File: src/rtl/my_pkg.sv
// rtl/my_pkg.sv - shared address geometry for the tile memory system
//
// ADDR_LENGTH  : full load address width
// COORD_LENGTH : width of each tile coordinate field (x, y)
// MEM_HEIGHT   : rows in the tile's local memory
package my_pkg;
  parameter int ADDR_LENGTH  = 16;
  parameter int COORD_LENGTH = 4;
  parameter int MEM_HEIGHT   = 256;
endpackage

File: src/rtl/load_unit_mc.sv
// rtl/load_unit_mc.sv - multi-channel local/remote load classifier and issuer
//
// Accepts a batch of N_CH addresses in one req_vld/req_rdy handshake.
// Each enabled channel is classified as local (x/y match this tile) or remote.
// Local loads issue to the single-port memory at one read per cycle.
// Remote loads issue to the fetch unit under fetch_vld/fetch_rdy.
// Both classes issue in ascending channel order and proceed concurrently.
//
// Optional feature macro: LOAD_UNIT_MC_DEDUP_EN
//   When defined, pending local channels sharing a row are served by one read.
//
// Ports:
//   clk, rst_n       clock, asynchronous active-low reset
//   req_vld/req_rdy  batch handshake
//   req_addr         N_CH packed addresses, channel i in slice i
//   req_ch_en        per-channel enable
//   mem_vld          local read strobe
//   mem_addr         local row
//   mem_ch_mask      channels served by this read
//   fetch_vld/rdy    remote fetch handshake
//   fetch_x/y        target tile coordinates
//   fetch_addr       remote row
//   fetch_ch         originating channel
//   done             one-cycle pulse when a batch has fully issued
module load_unit_mc
  import my_pkg::*;
#(
  parameter int X_COORD = 1,
  parameter int Y_COORD = 1,
  parameter int N_CH    = 4,
  localparam int CH_W   = (N_CH > 1) ? $clog2(N_CH) : 1,
  localparam int MW     = $clog2(MEM_HEIGHT)
) (
  input  logic                     clk,
  input  logic                     rst_n,
  input  logic                     req_vld,
  output logic                     req_rdy,
  input  logic [N_CH*ADDR_LENGTH-1:0] req_addr,
  input  logic [N_CH-1:0]          req_ch_en,
  output logic                     mem_vld,
  output logic [MW-1:0]            mem_addr,
  output logic [N_CH-1:0]          mem_ch_mask,
  output logic                     fetch_vld,
  input  logic                     fetch_rdy,
  output logic [COORD_LENGTH-1:0]  fetch_x,
  output logic [COORD_LENGTH-1:0]  fetch_y,
  output logic [MW-1:0]            fetch_addr,
  output logic [CH_W-1:0]          fetch_ch,
  output logic                     done
);

  localparam logic [COORD_LENGTH-1:0] X_C = COORD_LENGTH'(X_COORD);
  localparam logic [COORD_LENGTH-1:0] Y_C = COORD_LENGTH'(Y_COORD);

  typedef enum logic {IDLE, BUSY} state_t;

  state_t                            state, state_nx;
  logic [N_CH-1:0][ADDR_LENGTH-1:0]  addr_q;
  logic [N_CH-1:0]                   loc_pend, rem_pend, loc_nx, rem_nx;
  logic [N_CH-1:0]                   req_local, mem_mask_c, rem_onehot;
  logic [CH_W-1:0]                   loc_idx, rem_idx;
  logic                              loc_any, rem_any;
  logic                              done_q, done_nx;
  logic [ADDR_LENGTH-1:0]            a_in, loc_a, rem_a;

  always_comb begin
    req_local = '0;
    a_in      = '0;
    for (int i = 0; i < N_CH; i++) begin
      a_in = req_addr[i*ADDR_LENGTH +: ADDR_LENGTH];
      req_local[i] = (a_in[ADDR_LENGTH-1 -: COORD_LENGTH] == X_C) &&
                     (a_in[ADDR_LENGTH-COORD_LENGTH-1 -: COORD_LENGTH] == Y_C);
    end
  end

  // Lowest pending index per class: scan downward so the lowest hit wins.
  always_comb begin
    loc_idx = '0;
    rem_idx = '0;
    for (int i = N_CH - 1; i >= 0; i--) begin
      if (loc_pend[i]) loc_idx = CH_W'(i);
      if (rem_pend[i]) rem_idx = CH_W'(i);
    end
    loc_any    = |loc_pend;
    rem_any    = |rem_pend;
    loc_a      = addr_q[loc_idx];
    rem_a      = addr_q[rem_idx];
    rem_onehot = N_CH'(1) << rem_idx;
    mem_mask_c = '0;
    for (int i = 0; i < N_CH; i++) begin
`ifdef LOAD_UNIT_MC_DEDUP_EN
      mem_mask_c[i] = loc_pend[i] && (addr_q[i][MW-1:0] == loc_a[MW-1:0]);
`else
      mem_mask_c[i] = loc_pend[i] && (CH_W'(i) == loc_idx);
`endif
    end
  end

  // Outputs come only from registered state; masks are zero outside BUSY.
  always_comb begin
    req_rdy     = (state == IDLE);
    mem_vld     = loc_any;
    mem_addr    = loc_any ? loc_a[MW-1:0] : '0;
    mem_ch_mask = mem_mask_c;
    fetch_vld   = rem_any;
    fetch_x     = rem_any ? rem_a[ADDR_LENGTH-1 -: COORD_LENGTH] : '0;
    fetch_y     = rem_any ? rem_a[ADDR_LENGTH-COORD_LENGTH-1 -: COORD_LENGTH] : '0;
    fetch_addr  = rem_any ? rem_a[MW-1:0] : '0;
    fetch_ch    = rem_any ? rem_idx : '0;
    done        = done_q;
  end

  always_comb begin
    state_nx = state;
    loc_nx   = loc_pend;
    rem_nx   = rem_pend;
    done_nx  = 1'b0;
    case (state)
      IDLE: begin
        if (req_vld) begin
          loc_nx = req_ch_en & req_local;
          rem_nx = req_ch_en & ~req_local;
          // An empty batch completes immediately without entering BUSY.
          if (loc_nx == '0 && rem_nx == '0) done_nx = 1'b1;
          else                              state_nx = BUSY;
        end
      end
      BUSY: begin
        loc_nx = loc_pend & ~mem_mask_c;
        if (fetch_vld && fetch_rdy) rem_nx = rem_pend & ~rem_onehot;
        if (loc_nx == '0 && rem_nx == '0) begin
          state_nx = IDLE;
          done_nx  = 1'b1;
        end
      end
      default: state_nx = IDLE;
    endcase
  end

  always_ff @(posedge clk or negedge rst_n) begin
    if (!rst_n) begin
      state    <= IDLE;
      loc_pend <= '0;
      rem_pend <= '0;
      done_q   <= 1'b0;
      addr_q   <= '0;
    end else begin
      state    <= state_nx;
      loc_pend <= loc_nx;
      rem_pend <= rem_nx;
      done_q   <= done_nx;
      if (state == IDLE && req_vld) addr_q <= req_addr;
    end
  end

endmodule

File: config.mk
export PLATFORM = sky130hd
export DESIGN_NAME = load_unit_mc
export DESIGN_NICKNAME = d
export VERILOG_FILES = /design/src/rtl/my_pkg.sv /design/src/rtl/load_unit_mc.sv
export SDC_FILE = /design/constraint.sdc
export NUM_CORES = 1
export LEC_CHECK = 0
export ABC_AREA = 0
export CORE_AREA = 2 2 89 91
export CTS_CLUSTER_SIZE = 28
export DETAILED_ROUTE_END_ITERATION = 10
export DIE_AREA = 0 0 91 93
export GPL_ROUTABILITY_DRIVEN = 0
export GPL_TIMING_DRIVEN = 0
export PLACE_DENSITY_LB_ADDON = 0.12
export SYNTH_ARGS = -nofsm -noshare
export SYNTH_HDL_FRONTEND = slang
export SYNTH_SLANG_ARGS = --single-unit
File: constraint.sdc
create_clock -name clk -period 2.65 [get_ports clk]
set_input_delay 0.53 -clock clk [delete_from_list [all_inputs] [get_ports clk]]
set_output_delay 0.53 -clock clk [all_outputs]
set_load 0.005 [all_outputs]
# Word level (Yosys, flattened, before mapping)
# Index checks and enable logic that the tools add are counted.
# W data, S select, Z words.
dict set report word_totals {
  regBits 74
  latchBits 0
  mem_bits_rw 0
  romBits 0
  in_bits 72
  out_inout_bits 34
  wordCells 81
  n_memories 0
}
dict set report op_classes {
  add_sub_neg 0
  multipliers 0
  n_div 0
  n_lt_le_gt_ge 2
  eq_ne 12
  n_shift 1
  n_mux 31
  n_bitwise 8
  reduce_logical 19
}
# cell count
set op_table {}
lappend op_table {{$bmux W16 S2} 2}
lappend op_table {{$eq A4 B1 Y1 const B} 8}
lappend op_table {{$mux W4} 6}
lappend op_table {{$mux W8} 3}
lappend op_table {{$mux W2} 9}
lappend op_table {{$and A4 B4 Y4} 4}
lappend op_table {{$logic_not A4 Y1} 4}
lappend op_table {{$mux W16} 1}
lappend op_table {{$pmux W4 S2} 2}
lappend op_table {{$logic_and A1 B1 Y1} 12}
lappend op_table {{$not A4 Y4} 3}
lappend op_table {{$reduce_or A4 Y1} 2}
lappend op_table {{$lt A2 B3 Y1 const B} 2}
lappend op_table {{$mux W1} 6}
lappend op_table {{$eq A2 B2 Y1 const A} 2}
lappend op_table {{$pmux W1 S2} 2}
lappend op_table {{$shl A1 B2 Y4 const A} 1}
lappend op_table {{$eq A1 B2 Y1 const A} 1}
lappend op_table {{$logic_not A2 Y1} 1}
lappend op_table {{$ne A2 B2 Y1 const B} 1}
lappend op_table {{$not A1 Y1} 1}

# Logic depth before layout (Yosys ltp)
dict set report depth {
  depth_word 13
  mapped_depth 6
  ltp_nobuf 4
}

# Worst setup path before layout
# No wires, ideal clock.
dict set report synth_path {
  kind {register to output}
  start {register rem_pend[1]}
  end {output fetch_x[0]}
  arrival_time_ps 1286
  required_ps 2120
  setup_slack_ps 834
  stages_incl_launch_ff 7
  n_path_buf 3
  path_cell_list {dfrtp_1 -> buf_6 -> or2_1 -> buf_6 -> buf_8 -> nor3_4 -> nor2_1}
}
dict set report synth_between {
  elab_chain_cells 5
  word_cells_on_any_way 6
  classes_between {5 x mux; 1 x reduce/logical}
}
# element line
set synth_rtl {}
lappend synth_rtl {{start, declared} load_unit_mc.sv:59} ;# logic [N_CH-1:0] loc_pend, rem_pend, loc_nx, rem_nx;
lappend synth_rtl {{start signal, assigned} load_unit_mc.sv:150} ;# rem_pend <= rem_nx;
lappend synth_rtl {{$mux W2 (2 in a row)} load_unit_mc.sv:82} ;# if (rem_pend[i]) rem_idx = CH_W'(i);
lappend synth_rtl {{$bmux W16 S2} load_unit_mc.sv:87} ;# rem_a = addr_q[rem_idx];
lappend synth_rtl {{$mux W16 (implied by the code)} load_unit_mc.sv:87}
lappend synth_rtl {{$mux W4 (*)} load_unit_mc.sv:106} ;# fetch_x = rem_any ? rem_a[ADDR_LENGTH-1 -: COORD_LENGTH] : '0;
lappend synth_rtl {{end, declared} load_unit_mc.sv:45} ;# output logic [COORD_LENGTH-1:0] fetch_x,
# Every way passes the cells marked *; elsewhere a longest branch is shown, timed or not. The select of a mux whose other input is x is not followed.

# Worst setup path in the final report
dict set report layout_path {
  start {register loc_pend[2]}
  end {output mem_addr[1]}
}
dict set report layout_between {
  elab_chain_cells 6
  word_cells_on_any_way 7
  classes_between {6 x mux; 1 x reduce/logical}
}
# element line
set layout_rtl {}
lappend layout_rtl {{start, declared} load_unit_mc.sv:59}
lappend layout_rtl {{start signal, assigned} load_unit_mc.sv:149} ;# loc_pend <= loc_nx;
lappend layout_rtl {{$mux W2 (3 in a row)} load_unit_mc.sv:81} ;# if (loc_pend[i]) loc_idx = CH_W'(i);
lappend layout_rtl {{$bmux W16 S2} load_unit_mc.sv:86} ;# loc_a = addr_q[loc_idx];
lappend layout_rtl {{$mux W8 (implied by the code)} load_unit_mc.sv:86}
lappend layout_rtl {{$mux W8 (*)} load_unit_mc.sv:103} ;# mem_addr = loc_any ? loc_a[MW-1:0] : '0;
lappend layout_rtl {{end, declared} load_unit_mc.sv:41} ;# output logic [MW-1:0] mem_addr,
# Marked as above.

==> impl_metrics.env <==
export IMPL_status="completed"
export IMPL_grt_pass1_vias=3630
export IMPL_synth_area_leaders="dfrtp_1 (49%), nand2_1 (19%), a221oi_1 (5.1%), nor2_1 (3.4%), o22ai_1 (3.0%)"
export IMPL_synth_edf_count=0
export IMPL_slew_headroom=0.630
export IMPL_r2r_start="state"
export IMPL_maxCapViolCount=0
export IMPL_r2r_end="addr_q[37]"
export IMPL_die_x_um=91
export IMPL_tightest_slew_ns=0.555
export IMPL_pre_cts_ws_ns=-0.0199
export IMPL_syn_num_nets=540
export IMPL_clk_pin_slew_ns=0.08
export IMPL_setup_violations_final=0
export IMPL_setup_slack_ns=0.0393
export IMPL_synth_cell_type_count=39
export IMPL_ys_seq_area_frac=0.492
export IMPL_wire_per_inst_um=16.0
export IMPL_nNetsFinal=662
export IMPL_place_area_mm2=0.00496
export IMPL_drive_gt1_frac=0.134
export IMPL_hold_viol=0
export IMPL_drc_errors=0
export IMPL_finClkSkew_ns=0.00828
export IMPL_power_frac_seq=0.354
export IMPL_dieArea_mm2=0.00846
export IMPL_grt_usage=0.271
export IMPL_synth_common_cells="nand2_1 (187), dfrtp_1 (74), nor2_1 (34), a221oi_1 (22), o22ai_1 (18)"
export IMPL_ir_drop_v=0.000505
export IMPL_fin_util=0.711
export IMPL_synthSimpleGateAreaFrac=0.316
export IMPL_ctsHoldBuffers=0
export IMPL_drv_slew=0
export IMPL_cts_buffer_depth=2
export IMPL_total_leakage_power_nw=2.57
export IMPL_final_seq_area_mm2=0.00185
export IMPL_via_count=3802
export IMPL_grt_first_pass_wirelength_um=17800
export IMPL_routed_wl_um=11100
export IMPL_cp_slowest_cell="clkdlybuf4s50_1"
export IMPL_synth_fa_ha_area_frac=0
export IMPL_rows=32
export IMPL_yosysTopAreaCellShare=0.492
export IMPL_grt_max_degree=75
export IMPL_synthMuxAreaShare=0
export IMPL_p_sw_frac=0.407
export IMPL_p_sw_mw=2.36
export IMPL_p_int_mw=3.43
export IMPL_ant_nets=0
export IMPL_multi_input_area_mm2=0.00181
export IMPL_path_delay_family="buffers and inverters"
export IMPL_antenna_found_initial=0
export IMPL_clock_sink_count=74
export IMPL_setup_tns_ns=0
export IMPL_cp_endpoint="mem_addr[1]"
export IMPL_dr_first_iter_drc_count=280
export IMPL_startpoint_type="register"
export IMPL_syn_area_mm2=0.00376
export IMPL_cp_arrival_ns=2.08
export IMPL_pwr_density_cell_mw_per_mm2=1080
export IMPL_pin_count=106
export IMPL_grt_overflow=0
export IMPL_worst_path_buf_inv=3
export IMPL_period_minus_slack_ns=2.61
export IMPL_start_util=0.500
export IMPL_die_height_um=93
export IMPL_via_per_inst=5.45
export IMPL_port_buffers=104
export IMPL_synth_top_family_by_area="simple AND/OR/NAND/NOR gates"
export IMPL_ys_ff_latch=74
export IMPL_cts_tree="yes"
export IMPL_synth_compound_area_frac=0.137
export IMPL_fin_crit_sh=0.985
export IMPL_hpwl_um=8220
export IMPL_async_reset_ff_frac=1.00
export IMPL_firstDrtPassIters=5
export IMPL_synth_most_common_cell="nand2_1"
export IMPL_p_total_mw=5.79
export IMPL_synth_xor_area_frac=0
export IMPL_rrSetupSlack_ns=1.13
export IMPL_htree_num_levels=3
export IMPL_required_ns=2.12
export IMPL_avgSynthCellArea_um2=8.04
export IMPL_clkPwrFrac=0.144
export IMPL_worst_setup_path_end_kind="primary output"
export IMPL_path_cells="clkbuf_4 > nor3_2 > nor2_2 > buf_4 > o22ai_1 > a21oi_1 > clkdlybuf4s50_1"
export IMPL_cp_depth=7
export IMPL_clock_latency_ns=0.35
export IMPL_fmax_mhz=383
export IMPL_p_comb_frac=0.503
export IMPL_coreArea_mm2=0.00753
export IMPL_syn_inst=468
export IMPL_n_fill_cell=607
export IMPL_area_growth_pct=42.1
export IMPL_finish_instance_area_mm2=0.00535
export IMPL_synthFlopType="dfrtp_1"
export IMPL_worstSetupPathType="reg -> out"
export IMPL_synth_warnings=0
export IMPL_cp_max_fo=9
export IMPL_crit_start="loc_pend[2]"
export IMPL_synth_top_area_cell="dfrtp_1"
export IMPL_clockRootBuffer="clkbuf_8"
export IMPL_n_antenna_cell=0
export IMPL_cp_slowest_stage_delay_ns=0.54
export IMPL_cts_inserted_buffers=9
export IMPL_r2r_cells=5
export IMPL_worstHoldPathType="in -> async"
registers in the layout, indices dropped and copies added, names as in the netlist:
signal    flops
done          1
addr_q       64
rem_pend      4
state         1
loc_pend      4
cell usage in the layout (no fill, tap or decap), drive strengths merged:
cell type,synthesis,layout
a21boi,1,1
a21oi,14,14
a221oi,22,22
a31o,1,1
a31oi,1,1
and2,8,8
and3,1,1
and4b,1,1
buf,16,24
clkbuf,14,26
clkdlybuf4s15,0,6
clkdlybuf4s50,0,85
clkinv,0,2
clkinvlp,0,2
dfrtp,74,74
dlygate4sd2,0,5
dlymetal6s2s,0,6
inv,14,15
nand2,187,187
nand2b,3,3
nand3,4,4
nand4,1,1
nor2,34,34
nor2b,5,5
nor3,3,3
nor3b,1,1
nor4,1,1
nor4b,8,8
o2111ai,1,1
o21a,2,2
o21ai,17,17
o21bai,1,1
o22ai,18,18
or2,12,12
or2b,1,1
or3,1,1
or4,1,1
per-stage QoR:
| step | hold slack (ns) | cells |
|---|---|---|
| after global routing | 0.177 | 697 |
| after CTS | 0.186 | 693 |
| after global placement | 0.453 | 674 |
| after detailed placement | 0.456 | 675 |
| after floorplan | 0.234 | 468 |
| final | 0.156 | 697 |
repair_timing:
item                       CTS  global route
resized for setup           36            20
setup endpoints to repair   28            21
pin swaps                    1             3
setup buffers                4             4
how the worst min path moves through the flow:
stage	slack, ns	from	endpoint
floorplan	0.23	rst_n	addr_q[0]
detailed placement	0.46	addr_q[57]	addr_q[57]
finish	0.16	rst_n	addr_q[40]
CTS	0.19	rst_n	addr_q[40]
global placement	0.45	addr_q[60]	addr_q[60]
global route	0.18	rst_n	addr_q[40]
power by group through the flow:
stage,logic [mW],registers (mW),clock network [mW]
after floorplan,1.62,1.89,0
after global placement,2.73,2.00,0
after detailed placement,2.80,2.01,0
after CTS,2.84,2.01,0.840
after global routing,3.21,2.11,0.896
final,2.91,2.05,0.832
kinds of logic (layout without fill, tap and decap cells):
| logic type | count (synthesis) | after routing |
|---|---|---|
| AO/OA/AOI/OAI | 78 | 78 |
| buffers and inverters | 44 | 171 |
| flip-flops | 74 | 74 |
| AND/OR/NAND/NOR | 272 | 272 |
cell type report:
type                    instances  area share
inverters                      14     0.00982
clock buffers                  11      0.0283
plain buffers                  28      0.0299
clock inverters                 5     0.00702
multi-input cells             350       0.339
well taps                     102      0.0239
flip-flops and latches         74       0.346
repair buffers                113       0.216
routing by layer:
metal  wire, um  global-route usage  vias up
met2       5280               0.436      165
li1           -                   -     1804
met1       4950               0.368     1821
met5          0                   0        -
met3        769              0.0588       12
met4        124              0.0859        0
(Power assumes the default switching activity.)
